### config.mk
export PLATFORM = sky130hd
export DESIGN_NAME = instruction_fetch
export DESIGN_NICKNAME = d
export VERILOG_FILES = /design/src/rtl/instruction_fetch.sv
export SDC_FILE = /design/constraint.sdc
export NUM_CORES = 1
export LEC_CHECK = 0
export CORE_ASPECT_RATIO = 1.4
export CORE_UTILIZATION = 47
export DETAILED_ROUTE_END_ITERATION = 8
export GPL_ROUTABILITY_DRIVEN = 0
export HOLD_SLACK_MARGIN = 0.06
export PLACE_DENSITY = 0.95
export REMOVE_ABC_BUFFERS = 1
export SYNTH_ARGS = -nofsm -noshare
export SYNTH_HDL_FRONTEND = slang
export SYNTH_SLANG_ARGS = --single-unit
### constraint.sdc
create_clock -name clk -period 8.7 [get_ports clk]
set_input_delay 1.74 -clock clk [delete_from_list [all_inputs] [get_ports clk]]
set_output_delay 1.74 -clock clk [all_outputs]
set_load 0.01 [all_outputs]
### src/rtl/instruction_fetch.sv
// instruction_fetch: PC register, imem addressing and IF/ID register with stall, redirect and out-of-range handling
module instruction_fetch #(
  parameter logic [31:0] RESET_PC = 32'h0000_0000,
  parameter int IMEM_WORDS = 32
) (
  input  logic        clk,
  input  logic        rst,
  input  logic        stall,
  input  logic        branch_taken,
  input  logic [31:0] branch_target,
  input  logic        jump,
  input  logic [31:0] jump_target,
  output logic [31:0] imem_addr,
  input  logic [31:0] imem_instr,
  output logic [31:0] pc,
  output logic [31:0] ifid_instr,
  output logic [31:0] ifid_pc_plus4,
  output logic        ifid_valid,
  output logic        misalign,
  output logic        oob,
  output logic [31:0] fetch_count
);
  localparam logic [32:0] LIMIT = 33'(IMEM_WORDS) << 2;
  logic        redirect;
  logic        in_range;
  logic [31:0] target;
  logic [31:0] pc_plus4;
  assign redirect  = branch_taken | jump;
  assign target    = branch_taken ? branch_target : jump_target;
  assign pc_plus4  = pc + 32'd4;
  assign in_range  = {1'b0, pc} < LIMIT;
  assign imem_addr = pc;
  always_ff @(posedge clk) begin
    if (rst) begin
      pc            <= {RESET_PC[31:2], 2'b00};
      ifid_instr    <= '0;
      ifid_pc_plus4 <= '0;
      ifid_valid    <= 1'b0;
      misalign      <= 1'b0;
      oob           <= 1'b0;
      fetch_count   <= '0;
    end else if (redirect) begin
      pc            <= {target[31:2], 2'b00};
      misalign      <= |target[1:0];
      ifid_instr    <= '0;
      ifid_pc_plus4 <= '0;
      ifid_valid    <= 1'b0;
      oob           <= 1'b0;
    end else if (stall) begin
      misalign      <= 1'b0;
      oob           <= 1'b0;
    end else begin
      pc            <= pc_plus4;
      ifid_pc_plus4 <= pc_plus4;
      ifid_instr    <= in_range ? imem_instr : 32'd0;
      ifid_valid    <= in_range;
      fetch_count   <= fetch_count + 32'(in_range);
      oob           <= ~in_range;
      misalign      <= 1'b0;
    end
  end
endmodule
==> summary.txt <==
Setup path
  • CP max-delay cell: or3_1
  • WP data required: about 9.0 ns
  • Number of buffers and inverters on the critical path: 2
  • Worst-path fanout max: between 60 and 70
  • Crit path DAT: between 4 and 5 ns
  • CP Class: in2reg
  • Max incr delay on CP: roughly 0.71 ns
  • Crit path cell chain: buf_2, buf_4, or3_1, or4_4, nor4_1, xnor2_1, nor2_1
  • Startpoint Class: input pin
  • Top delay family on crit path: simple AND/OR/NAND/NOR gates
  • Crit end category: register

Flow run
  • Max-cap violations: 0

Final layout
  • Utilization after layout: between 60% and 70%
  • Most frequent cells in the layout: clkdlybuf4s50_1, dfxtp_1, a21oi_1, nand2_1, nor2_1
  • Filler cell count in the final layout: 1,059
  • Commonest non-fill, non-tap cell in the layout: clkdlybuf4s50_1
  • Final #Nets: 1,134
  • Layout area overhead: 44.6%
  • Ant diodes: 0
  • Fin cells: roughly 1.2k
  • Share of post-route cells with drive strength above 1: 5.47%

Detailed routing
  • Routed Antenna Nets: 0
  • Number of remaining DRC errors: 0
  • Post-Route WL: 21,500 um
  • Routed WL per cell: roughly 18 um
  • Vias per cell: 5.76
  • Via count: between 7k and 8k
  • 1st-iter DRT viols: 390
  • DR pass1 iterations: 6

Yosys
  • Post-synth top flop: dfxtp_1
  • Area of the mapped netlist: 6430 um2
  • Cells after synthesis: between 800 and 900
  • Ys async rst share: 0%
  • Syn Area/Cell: between 7 and 8 um2
  • Flops & latches, synth: approximately 130
  • Post-synth EDFFs: 0
  • Top cells by area, synth: dfxtp_1, a21oi_1, nand2_1, nand3_1, buf_4
  • Area share of the largest cell type after synthesis: 39.6%
  • Post-synthesis cell type count: 47
  • Synth warnings: 0
  • Synth area leader: dfxtp_1
  • Sequential fraction of the synthesis area: between 30% and 40%

Timing
  • Max Slew Vio Count: 0
  • Fmax: about 260 MHz
  • Final Cycle Share: 43.9%
  • Final Hold Viols: 0
  • Setup ws final: slightly below 5 ns
  • Setup Skew: 0.00781 ns
  • Worst Max-Slew Pin Slew: between 1 and 1.5 ns
  • RSZ-0062 raised after global routing: false
  • Final min period: roughly 3.8 ns
  • Setup-failing EPs final: 0
  • Setup TNS: 0 ns
  • Max-slew headroom: about 28%

Global routing
  • Total gr overflow: 0
  • GRT Util Overall: 30.0%
  • Vias in the first global route: between 6k and 7k
  • Initial antenna violation count: 0
  • First-pass GRT wire length: ~33,000 um
  • Largest net degree at the start of global routing: 70

Clock tree
  • Clock-pin transition on the worst setup and hold timing paths: approximately 0.060 ns
  • Post-CTS Setup Repair Bufs: 0
  • Clk buf depth: 2
  • CTS tree: done
  • H-tree Lvls: 4
  • Clock Latency Late Sink: around 0.42 ns
  • Clock root buffer: clkbuf_16
  • CTS Buf Count: 17
  • Post-CTS resize count: 0
  • CTS sink count: 127
  • CTS Hold Bufs: 0

Power
  • Standby leakage power: just over 0.003 uW
  • Power Density: between 150 and 200 nW/um2
  • Worst VDD drop: between 0.1 and 0.15 mV
  • Final Power: between 1000 and 1500 uW

Place
  • Placed cells: 1,193
  • # port buffers: ~260
  • Worst slack, placed: 4.49 ns
  • Hpwl dp: between 10,000 and 15,000 um

Die
  • Rows: 50
  • # IOs: roughly 260
  • Die footprint: 14,200 um2
  • Die X: about 100 um
  • Core Region: ~13,000 um2
  • Die Y: approximately 140 um
  • Initial Utilization: a little under half

Run status
  • Status: complete, no violations

Worst hold path
  • Worst hold path type: reg2reg
==> worst reg2reg max path, delay by kind of cell (launching register included) <==
family / cells / cell delay [ns]
buf+inv: 1 / 0.36
flops: 1 / 0.47
simple gates: 7 / 1.75
xor+xnor: 1 / 0.18
fa+ha+maj: 2 / 0.47
==> layer usage <==
metal | global-route usage (%) | vias to the layer above | routed length, um
li1 | - | 3293 | -
met5 | 0 | - | 6
met4 | 12.7 | 2 | 610
met2 | 53.2 | 385 | 11100
met1 | 33.1 | 3310 | 7980
met3 | 8.13 | 59 | 1850
==> sequential cells by signal, summed over array words and instances (netlist names) <==
register	flops
fetch_count	32
ifid_instr	32
ifid_pc_plus4	30
ifid_valid	1
imem_addr	30
misalign	1
oob	1
==> synth_stat cells, types with 17 or more instances <==
master and number:
dfxtp_1 127, a21oi_1 116, nand2_1 114, nor2_1 64
nand3_1 59, clkbuf_1 58, o21ai_0 46, buf_4 36
nand4_1 26, xnor2_1 24, nor4_1 19, nor3_1 17
==> kinds of logic (layout without fill, tap and decap cells) <==
| family | count (synthesis) | after routing | synth area share [%] |
|---|---|---|---|
| simple gates | 358 | 358 | 27.6 |
| compound gates | 193 | 193 | 16.4 |
| flops | 127 | 127 | 39.6 |
| buf+inv | 113 | 306 | 8.90 |
| xor+xnor | 40 | 40 | 5.45 |
| mux | 9 | 9 | 1.48 |
| fa+ha+maj | 3 | 3 | 0.584 |
| other cells | 1 | 6 | 0.0584 |
==> power by group <==
| group | total, uW | switching (uW) | internal [uW] |
|---|---|---|---|
| combinational | 185 | 84.1 | 101 |
| sequential | 622 | 27.5 | 594 |
| clock | 645 | 275 | 369 |
| total | 1450 | 387 | 1060 |
==> path summary, 6_finish.rpt <==
path | start | endpoint | slack, ns | depth (start not counted)
min reg2reg | ifid_instr[25] | ifid_instr[25] | 0.46 | 2
max reg2reg | imem_addr[10] | fetch_count[22] | 5.33 | 11
max | jump | fetch_count[22] | 4.88 | 7
min | ifid_instr[25] | ifid_instr[25] | 0.46 | 2
==> final cells by class <==
class | count | area, um2 | share of cell area (%)
multi-input combinational | 609 | 3340 | 35.9
sequential | 127 | 2540 | 27.4
inverter | 10 | 37.5 | 0.404
tap | 182 | 228 | 2.45
timing repair buffer | 265 | 2620 | 28.1
clock buffer | 18 | 439 | 4.73
clock inverter | 13 | 91.3 | 0.983
==> stage by stage <==
step	area (um2)	hold slack [ns]
after global routing	9290	0.475
after CTS	9290	0.460
after global placement	8760	0.436
final	9290	0.455
after detailed placement	8760	0.452
after floorplan	5910	0.476
(Power assumes the default switching activity.)
